<file path="src/rtl/dma_rd_port_if.sv">
// dma_rd_port_if: engine read request/operand return plus memory command and read-data FIFO signals
interface dma_rd_port_if #(
    parameter int ADDR_W = 30
);
    logic              reads_en;
    logic [ADDR_W-1:0] addr;
    logic [15:0]       ob_data;
    logic              ob_we;
    logic              cmd_en;
    logic [2:0]        cmd_instr;
    logic [5:0]        cmd_bl;
    logic [ADDR_W-1:0] cmd_addr;
    logic              cmd_full;
    logic              rd_en;
    logic [31:0]       rd_data;
    logic              rd_empty;
    logic              err;
    modport slave (
        input  reads_en, addr, cmd_full, rd_data, rd_empty,
        output ob_data, ob_we, cmd_en, cmd_instr, cmd_bl, cmd_addr, rd_en, err
    );
    modport master (
        output reads_en, addr, cmd_full, rd_data, rd_empty,
        input  ob_data, ob_we, cmd_en, cmd_instr, cmd_bl, cmd_addr, rd_en, err
    );
endinterface

</file>
<file path="src/rtl/dma_rd_port.sv">
// dma_rd_port: halfword read requests to single-word memory reads with a one-word line cache
module dma_rd_port #(
    parameter int ADDR_W  = 30,
    parameter int TIMEOUT = 1023
) (
    input logic          clk,
    input logic          rst,
    dma_rd_port_if.slave bus
);
    typedef enum logic [2:0] {IDLE, CMD, WAIT, DLV, GAP} state_t;
    state_t            state_q, state_d;
    logic [ADDR_W-1:1] req_addr_q, req_addr_d;
    logic [31:0]       cache_q, cache_d;
    logic [ADDR_W-1:2] tag_q, tag_d;
    logic              tag_v_q, tag_v_d;
    logic [9:0]        cnt_q, cnt_d;
    logic              err_q, err_d;
    logic [15:0]       ob_data_q, ob_data_d;
    logic              ob_we_q, ob_we_d;
    logic              hit, cmd_en, rd_en;
    logic              unused;
    assign unused = bus.addr[0];
    assign hit = tag_v_q && tag_q == bus.addr[ADDR_W-1:2];
    always_ff @(posedge clk) begin
        if (rst) begin
            state_q    <= IDLE;
            req_addr_q <= '0;
            cache_q    <= '0;
            tag_q      <= '0;
            tag_v_q    <= 1'b0;
            cnt_q      <= '0;
            err_q      <= 1'b0;
            ob_data_q  <= '0;
            ob_we_q    <= 1'b0;
        end else begin
            state_q    <= state_d;
            req_addr_q <= req_addr_d;
            cache_q    <= cache_d;
            tag_q      <= tag_d;
            tag_v_q    <= tag_v_d;
            cnt_q      <= cnt_d;
            err_q      <= err_d;
            ob_data_q  <= ob_data_d;
            ob_we_q    <= ob_we_d;
        end
    end
    always_comb begin
        state_d = state_q;
        case (state_q)
            IDLE:    if (bus.reads_en) state_d = hit ? DLV : CMD;
            CMD:     if (!bus.cmd_full) state_d = WAIT;
            WAIT:    if (!bus.rd_empty) state_d = DLV;
            DLV:     state_d = GAP;
            default: state_d = IDLE;
        endcase
    end
    // The timeout only flags; the fetch keeps waiting so no FIFO word is ever orphaned.
    always_comb begin
        cmd_en     = state_q == CMD && !bus.cmd_full;
        rd_en      = state_q == WAIT && !bus.rd_empty;
        req_addr_d = state_q == IDLE && bus.reads_en ? bus.addr[ADDR_W-1:1] : req_addr_q;
        cache_d    = rd_en ? bus.rd_data : cache_q;
        tag_d      = rd_en ? req_addr_q[ADDR_W-1:2] : tag_q;
        tag_v_d    = tag_v_q | rd_en;
        cnt_d      = state_q != WAIT ? '0 : cnt_q == 10'(TIMEOUT) ? cnt_q : cnt_q + 10'd1;
        err_d      = err_q | (state_q == WAIT && cnt_d == 10'(TIMEOUT));
        ob_we_d    = state_q == DLV && bus.reads_en;
        ob_data_d  = state_q != DLV ? ob_data_q : req_addr_q[1] ? cache_q[31:16] : cache_q[15:0];
    end
    assign bus.cmd_en    = cmd_en;
    assign bus.cmd_instr = cmd_en ? 3'b001 : 3'b000;
    assign bus.cmd_bl    = '0;
    assign bus.cmd_addr  = {req_addr_q[ADDR_W-1:2], 2'b00};
    assign bus.rd_en     = rd_en;
    assign bus.err       = err_q;
    assign bus.ob_data   = ob_data_q;
    assign bus.ob_we     = ob_we_q;
endmodule
</file>
<file path="src/flat_wrapper.sv">
// flat-port wrapper written by rule: the top's interface ports become plain ports
module dma_rd_port_flat 
#(
    parameter int ADDR_W  = 30,
    parameter int TIMEOUT = 1023
)
  (clk, rst, bus_reads_en, bus_addr, bus_cmd_full, bus_rd_data, bus_rd_empty, bus_ob_data, bus_ob_we, bus_cmd_en, bus_cmd_instr, bus_cmd_bl, bus_cmd_addr, bus_rd_en, bus_err);
  dma_rd_port_if #(.ADDR_W(ADDR_W)) bus_i ();
  input logic clk;
  input logic rst;
  input wire logic [$bits(bus_i.reads_en)-1:0] bus_reads_en;
  input wire logic [$bits(bus_i.addr)-1:0] bus_addr;
  input wire logic [$bits(bus_i.cmd_full)-1:0] bus_cmd_full;
  input wire logic [$bits(bus_i.rd_data)-1:0] bus_rd_data;
  input wire logic [$bits(bus_i.rd_empty)-1:0] bus_rd_empty;
  output wire logic [$bits(bus_i.ob_data)-1:0] bus_ob_data;
  output wire logic [$bits(bus_i.ob_we)-1:0] bus_ob_we;
  output wire logic [$bits(bus_i.cmd_en)-1:0] bus_cmd_en;
  output wire logic [$bits(bus_i.cmd_instr)-1:0] bus_cmd_instr;
  output wire logic [$bits(bus_i.cmd_bl)-1:0] bus_cmd_bl;
  output wire logic [$bits(bus_i.cmd_addr)-1:0] bus_cmd_addr;
  output wire logic [$bits(bus_i.rd_en)-1:0] bus_rd_en;
  output wire logic [$bits(bus_i.err)-1:0] bus_err;
  assign bus_i.reads_en = bus_reads_en;
  assign bus_i.addr = bus_addr;
  assign bus_i.cmd_full = bus_cmd_full;
  assign bus_i.rd_data = bus_rd_data;
  assign bus_i.rd_empty = bus_rd_empty;
  assign bus_ob_data = bus_i.ob_data;
  assign bus_ob_we = bus_i.ob_we;
  assign bus_cmd_en = bus_i.cmd_en;
  assign bus_cmd_instr = bus_i.cmd_instr;
  assign bus_cmd_bl = bus_i.cmd_bl;
  assign bus_cmd_addr = bus_i.cmd_addr;
  assign bus_rd_en = bus_i.rd_en;
  assign bus_err = bus_i.err;
  dma_rd_port #(.ADDR_W(ADDR_W), .TIMEOUT(TIMEOUT)) u_core (.clk(clk), .rst(rst), .bus(bus_i));
endmodule
</file>
<file path="config.mk">
export PLATFORM = sky130hd
export DESIGN_NAME = dma_rd_port_flat
export DESIGN_NICKNAME = d
export VERILOG_FILES = /design/src/rtl/dma_rd_port_if.sv /design/src/rtl/dma_rd_port.sv /design/src/flat_wrapper.sv
export SDC_FILE = /design/constraint.sdc
export NUM_CORES = 1
export LEC_CHECK = 0
export ABC_CLOCK_PERIOD_IN_PS = 2400
export CAP_MARGIN = 15
export CORE_MARGIN = 8
export CORE_UTILIZATION = 36
export CTS_BUF_LIST = sky130_fd_sc_hd__clkbuf_8
export DETAILED_ROUTE_END_ITERATION = 12
export SLEW_MARGIN = 20
export SYNTH_ARGS = -nofsm -noshare
export SYNTH_HDL_FRONTEND = slang
export SYNTH_SLANG_ARGS = --single-unit
</file>
<file path="constraint.sdc">
create_clock -name clk -period 2.4 [get_ports clk]
set_input_delay 0.36 -clock clk [delete_from_list [all_inputs] [get_ports clk]]
set_output_delay 0.36 -clock clk [all_outputs]
set_load 0.02 [all_outputs]
</file>
# Yosys cells after proc, flatten, opt, wreduce, memory -nomap -nowiden

Cells that the tools add are included.

Register bits: 121
Input port bits: 67
Output and inout port bits: 59
Word-level logic and storage cells: 42

Add/subtract/negate cells: 1
Equality and inequality tests: 11
Multiplexer cells: 9
Bitwise operators: 2
Reduce and logical (&&, ||, !) cells: 10

Operators by type and width:

| kind                    | count |
|---|---|
| $eq A28 B28 Y1          | 1 |
| $eq A10 B10 Y1 const B  | 2 |
| $mux W10                | 2 |
| $mux W16                | 1 |
| $pmux W3 S4             | 1 |
| $add A10 B1 Y10 const B | 1 |
| $mux W3                 | 3 |
| $eq A3 B2 Y1 const B    | 2 |
| $logic_and A1 B1 Y1     | 6 |
| $ne A2 B2 Y1 const B    | 3 |
| $ne A3 B2 Y1 const B    | 2 |
| $eq A3 B1 Y1 const B    | 1 |
| $logic_not A3 Y1        | 1 |
| $reduce_and A3 Y1       | 1 |
| $logic_not A1 Y1        | 2 |
| $mux W2                 | 1 |
| $or A1 B1 Y1            | 2 |
| $mux W1                 | 1 |

# Longest topological paths before layout

Gate-level depths: netlist of the first run.

Word-level depth: 6
Gate-level depth with buffers: 8
Depth with buffers taken out: 6

# Worst setup path before layout of the first run

Ideal clock, no wire load.

Kind: flip-flop to output port
From: register u_core.state_q[0]
To: output bus_cmd_instr[0]
Data arrival time: 1.512 ns
Required time: 2.040 ns
Setup slack: 0.528 ns
Stages on the path, launching flop included: 4
Path buffers: 1
Cell sequence: dfxtp_1 > inv_1 > nor4_1 > buf_4

Cells in the longest elaborated chain, start to end: 3

RTL lines:

| what                   | line               | text |
|---|---|---|
| start, declared        | dma_rd_port.sv:11  | `state_t state_q, state_d;` |
| start signal, assigned | dma_rd_port.sv:36  | `state_q <= state_d;` |
| $eq A3 B1 Y1           | dma_rd_port.sv:59  | `cmd_en = state_q == CMD && !bus.cmd_full;` |
| $logic_and A1 B1 Y1    | dma_rd_port.sv:59  |  |
| net bus_cmd_en         | flat_wrapper.sv:18 | `output wire logic [$bits(bus_i.cmd_en)-1:0] bus_cmd_en;` |
| $mux W1                | dma_rd_port.sv:71  | `assign bus.cmd_instr = cmd_en ? 3'b001 : 3'b000;` |
| end, declared          | flat_wrapper.sv:19 | `output wire logic [$bits(bus_i.cmd_instr)-1:0] bus_cmd_instr;` |

The timed path passes the listed nets, and every way through them passes these cells.

# Final worst setup path of the first run

From: register u_core.state_q[2]
To: output bus_rd_en

Cells in the longest elaborated chain, start to end: 2

RTL lines:

| what                | line               | text |
|---|---|---|
| $eq A3 B2 Y1        | dma_rd_port.sv:60  | `rd_en = state_q == WAIT && !bus.rd_empty;` |
| $logic_and A1 B1 Y1 | dma_rd_port.sv:60  |  |
| end, declared       | flat_wrapper.sv:22 | `output wire logic [$bits(bus_i.rd_en)-1:0] bus_rd_en;` |

No other way between the ends.

==> impl_metrics.csv, run 1 <==
group,metric,value,unit
global_routing,grt_overflow,0,
layout,area_delta_synth_final,27.4,%
sta,maxSlewViolCount,0,
synthesis,yosys.cell_types.count,43,
clock_tree,clkTransAtPathRegs,0.07,ns
power,ir_drop,0.329,mV
synthesis,yosysSeqAreaShare,0.465,
global_routing,gr-usage-all-layers,0.143,
drt,drc,0,
synthesis,synth_top_area_share,0.465,
setup_path,worstSetupStartpointType,"register",
sta,clock_skew,0.00875,ns
sta,period_needed,2.28,ns
layout,finalNetCount,785,
sta,rsz0062_at_grt,"false",
floorplanning,core,14300,um^2
sta,min_period_over_period,0.951,
sta,max_freq,438,MHz
layout,antenna_cells,0,
layout,design_area,6630,um^2
drt,ant_nets,0,
placed_design,place_area,6230,um^2
setup_path,crit_slowest_cell,"or3b_1",
placed_design,port_buffers,114,
layout,seqCellArea,2420,um^2
setup_path,reg2reg_setup_slack,0.34,ns
synthesis,avgSynthCellArea,8.06,um^2
synthesis,synth.top_cells.by_area,"dfxtp_1, nand2_1, a21oi_1, buf_4, xnor2_1",
drt,viasPerCell,4.84,
drt,vias,4423,
clock_tree,cts_root_buf,"clkbuf_8",
floorplanning,dieArea,18600,um^2
clock_tree,hold_buffers,0,
setup_path,endpoint_kind,"output pin",
setup_path,crit_end,"bus_rd_en",
setup_path,crit_cells,4,
setup_path,r2r_start,"u_core.cnt_q[0]",
synthesis,async_flop_share,0,
run_status,status,"complete, no violations",
layout,fillers,1417,
clock_tree,clockBufferDepth,2,
floorplanning,die_h,136,um
worst_hold_path,min-delay-path-class,"in -> reg",
setup_path,r2r_end,"u_core.bus.err",
layout,layout_common_cells,"nand2_1, dfxtp_1, clkdlybuf4s50_1, a21oi_1, xnor2_1",
placed_design,gp_congestion,0.815,
clock_tree,cts_made_buffers,17,
power,leakage,2.27,nW
synthesis,synth-edff-count,0,
floorplanning,io_pins,126,
clock_tree,postCtsSetupBuffers,0,
clock_tree,insertion_delay,0.43,ns
layout,multi_input_area,2360,um^2
setup_path,setup.worst_path.class,"reg -> out",
power,pwr_density_cell,711,nW/um^2
setup_path,path_cells,"or3b_1 > nand2b_2 > inv_2 > dlygate4sd2_1",
global_routing,grt_max_degree,78,
synthesis,syn_inst,646,
sta,slew_headroom,0.452,
drt,drt_iter0_drc,272,
clock_tree,cts_sinks,121,
sta,setup_viol,0,
setup_path,critPathLaunch,"u_core.state_q[2]",
layout,final_common_cell,"nand2_1",
setup_path,critPathTopFamily,"simple AND/OR/NAND/NOR gates",
drt,drt_first_pass_iters,4,
power,power,4.71,mW
drt,finalWirelength,13200,um
floorplanning,initial_core_util,0.364,
global_routing,antenna_found_initial,0,
sta,hold_violations,0,
setup_path,crit_required,2.04,ns
clock_tree,ctsHtreeMaxLevel,4,
sta,tns,0,ns
synthesis,ys_seq_elements,121,
run,drv_cap,0,
synthesis,synth_largest_area_cell,"dfxtp_1",
placed_design,hpwl,9000,um
setup_path,rr_worst_depth,6,
synthesis,ys_warn_count,0,
floorplanning,die_width,136,um
drt,drt-wirelength-per-cell,14.5,um
setup_path,arrival,1.92,ns
layout,drive_gt1_frac,0.0658,
synthesis,syn_area,5200,um^2
setup_path,cp_num_buf_inv,2,
global_routing,first_global_vias,4144,
clock_tree,cts_tree,"done",
sta,worst_pin_slew,0.822,ns
synthesis,synth_ff_type,"dfxtp_1",
floorplanning,core.rowCount,44,
setup_path,max_stage_delay,0.48,ns
global_routing,grt_first_pass_wirelength,20800,um
setup_path,worstPathMaxFanout,6,
-- final cells by class --
cell class,instances,share of cell area
inverter,3,0.00170
clock buffer,21,0.0436
sequential,121,0.365
tap,184,0.0347
clock inverter,10,0.0155
multi-input combinational,450,0.356
timing repair buffer,124,0.184
-- metrics by stage --
step | hold WS, ns | util | setup slack (ns) | cells
4_1_cts | 0.306 | 0.463 | 0.0251 | 913
3_3_place_gp | 0.442 | 0.435 | 0.257 | 882
5_1_grt | 0.327 | 0.463 | 0.00675 | 913
6_report | 0.346 | 0.463 | 0.118 | 913
3_5_place_dp | 0.446 | 0.435 | 0.222 | 882
2_1_floorplan | 0.436 | - | 0.528 | 655
-- cell usage after synthesis (3+ instances only) --
library cell	number
nand4_1	10
o21ai_0	3
nor2_1	27
nand2_1	188
dfxtp_1	121
nor3_1	7
and2_1	3
nand2b_1	4
xor2_1	4
buf_4	39
nor4_1	4
mux2i_1	21
nand3_1	3
xnor2_1	28
a21oi_1	97
clkbuf_1	32
a211oi_1	16
buf_2	9
-- layer usage --
metal / vias up / wire (um) / global-route usage
met5: - / 0 / 0
met3: 6 / 817 / 0.0610
li1: 2247 / - / -
met2: 111 / 6570 / 0.233
met4: 0 / 76 / 0.0421
met1: 2059 / 5750 / 0.166
-- cell families after synthesis --
| group | count (synthesis) | synth area share |
|---|---|---|
| other | 1 | 0.000720 |
| DFF | 121 | 0.465 |
| AOI/OAI and AO/OA | 125 | 0.133 |
| xor gates and xnor gates | 32 | 0.0538 |
| muxes | 21 | 0.0404 |
| buffers and inverters | 84 | 0.0909 |
| and+or+nand+nor | 261 | 0.213 |
| adders and majority gates | 1 | 0.00240 |
-- power breakdown --
part	switching [mW]	internal [mW]	total, mW	leakage (nW)
sequential	0.0663	2.11	2.17	0.981
clock	0.766	1.01	1.78	0.211
combinational	0.422	0.337	0.759	1.07
-- how the worst min path moves through the flow --
stage	start	endpoint	slack, ns	depth (start not counted)
floorplan	u_core.cache_q[0]	u_core.cache_q[0]	0.44	2
global placement	u_core.cache_q[19]	u_core.cache_q[19]	0.44	2
detailed placement	u_core.cache_q[1]	u_core.cache_q[1]	0.45	2
CTS	rst	u_core.cache_q[6]	0.31	2
global route	rst	u_core.cache_q[22]	0.33	2
finish	rst	u_core.cache_q[3]	0.35	2
-- state kept, by name, summed over array words and instances (netlist names), 3 cells and up --
| signal | count |
|---|---|
| u_core.bus.ob_data | 16 |
| u_core.cache_q | 32 |
| u_core.tag_q | 28 |
| u_core.state_q | 3 |
| u_core.req_addr_q | 29 |
| u_core.cnt_q | 10 |
-- what timing repair did --
| item | 4_1_cts | 5_1_grt |
|---|---|---|
| resized for setup | 2 | 2 |
| setup endpoints to repair | 3 | 2 |
| pin swaps | 0 | 0 |
(Power assumes the default switching activity.)
==> run 2, diff against run 1 <==
--- a/config.mk
+++ b/config.mk
@@ -5,7 +5,7 @@
 export SDC_FILE = /design/constraint.sdc
 export NUM_CORES = 1
 export LEC_CHECK = 0
-export ABC_CLOCK_PERIOD_IN_PS = 2400
+export ABC_CLOCK_PERIOD_IN_PS = 2800
 export CAP_MARGIN = 15
 export CORE_MARGIN = 8
 export CORE_UTILIZATION = 36
==> constraint.sdc (replaced) <==
create_clock -name clk -period 2.8 [get_ports clk]
set_input_delay 0.42 -clock clk [delete_from_list [all_inputs] [get_ports clk]]
set_output_delay 0.42 -clock clk [all_outputs]
set_load 0.02 [all_outputs]
==> impl_metrics.csv, run 2 (synthesized netlist as in run 1, its figures left out) <==
group,metric,value,unit
drt,drt-wirelength-per-cell,15.0,um
global_routing,grt_max_degree,62,
layout,design_area,6610,um^2
layout,area_delta_synth_final,26.9,%
power,leakage,2.20,nW
power,ir_drop,0.339,mV
layout,largestRegisters,"u_core.cache_q x32, u_core.req_addr_q x29, u_core.tag_q x28",
global_routing,grt_util_met1,0.178,
sta,rsz0062_at_grt,"false",
layout,drive_gt1_frac,0.0687,
clock_tree,ctsHtreeMaxLevel,4,
setup_path,endpoint_kind,"output pin",
clock_tree,hold_buffers,0,
global_routing,grt_overflow,0,
layout,utilization,0.461,
global_routing,gr-usage-all-layers,0.149,
global_routing,top_usage_layer,"met2",
layout,finalNetCount,783,
clock_tree,cts_sinks,121,
setup_path,setup.worst_path.class,"reg -> out",
power,power,3.97,mW
placed_design,port_buffers,114,
floorplanning,initial_core_util,0.364,
global_routing,grt_use_met3,0.0495,
worst_hold_path,min-delay-path-class,"in -> reg",
sta,setup_viol,0,
clock_tree,cts_resized,0,
floorplanning,die_width,136,um
placed_design,place_area,6240,um^2
setup_path,worstPathMaxFanout,6,
sta,slew_headroom,0.542,
layout,regMostFlops,"u_core.cache_q",
setup_path,arrival,2.24,ns
placed_design,hpwl,9340,um
drt,drt_first_pass_iters,5,
run_status,status,"complete, no violations",
floorplanning,core,14300,um^2
floorplanning,dieArea,18600,um^2
power,pwr_density_cell,601,nW/um^2
sta,tns,0,ns
run,drv_cap,0,
sta,clock_skew,0.00760,ns
clock_tree,clkTransAtPathRegs,0.07,ns
layout,final_common_cell,"nand2_1",
sta,period_needed,2.66,ns
global_routing,grt_first_pass_wirelength,21800,um
layout,antenna_cells,0,
sta,worst_pin_slew,0.687,ns
setup_path,worstSetupStartpointType,"register",
drt,drc,0,
sta,maxSlewViolCount,0,
placed_design,gp_congestion,0.798,
clock_tree,cts_made_buffers,17,
layout,largest_register_ffs,32,
sta,min_period_over_period,0.950,
floorplanning,io_pins,126,
clock_tree,cts_tree,"done",
clock_tree,clockBufferDepth,2,
global_routing,first_global_vias,4395,
drt,ant_nets,0,
layout,fin_cells,912,
drt,drt_iter0_drc,278,
setup_path,crit_required,2.38,ns
sta,max_freq,376,MHz
sta,hold_violations,0,
placed_design,dp_cells,880,
global_routing,gr-usage-met2,0.238,
drt,vias,4441,
floorplanning,core.rowCount,44,
drt,viasPerCell,4.87,
floorplanning,die_h,136,um
clock_tree,cts_root_buf,"clkbuf_8",
drt,finalWirelength,13700,um
layout,layout_common_cells,"nand2_1, dfxtp_1, clkdlybuf4s50_1, a21oi_1, xnor2_1",
global_routing,antenna_found_initial,0,
clock_tree,insertion_delay,0.44,ns
clock_tree,postCtsSetupBuffers,0,
## run 2: path summary, 6_finish.rpt
| kind | from | to | slack [ns] | cells after the start |
|---|---|---|---|---|
| worst max-delay path | u_core.state_q[2] | bus_rd_en | 0.14 | 4 |
| worst min-delay path | rst | u_core.cache_q[2] | 0.39 | 2 |
| worst max register to register | u_core.cnt_q[0] | u_core.bus.err | 0.57 | 6 |
| worst min register to register | u_core.cache_q[31] | u_core.cache_q[31] | 0.46 | 2 |
## run 2: per-stage QoR
step / hold slack (ns) / worst slack [ns]
5_1_grt: 0.377 / 0.0196
6_report: 0.389 / 0.141
2_1_floorplan: 0.436 / 0.868
4_1_cts: 0.360 / 0.0250
3_3_place_gp: 0.442 / 0.538
3_5_place_dp: 0.448 / 0.520
## run 2: layout make-up
cell class	instances	area [um^2]
clock inverter	13	104
timing repair buffer	122	1220
inverter	3	11.3
tap	184	230
fill	1430	7710
multi-input combinational	450	2350
clock buffer	19	262
sequential	121	2420
## run 2: power breakdown
group	internal, mW	total, mW	switching [mW]
sequential	1.81	1.87	0.0611
combinational	0.296	0.660	0.364
clock	0.735	1.44	0.708
total	2.84	3.97	1.13
## run 2: worst max-delay path: stages, from the launching register on
cell and delay, ns:
dfxtp_1 0.37, or3b_1 0.50, nand2b_2 0.24, inv_2 0.05, clkdlybuf4s50_1 0.63
## run 2: metal layers
metal	vias to the layer above	share of wire	routed length, um
met5	-	0	0
met4	0	0.021	282
met3	22	0.065	886
met2	129	0.47	6460
met1	2057	0.44	6080
li1	2233	-	-
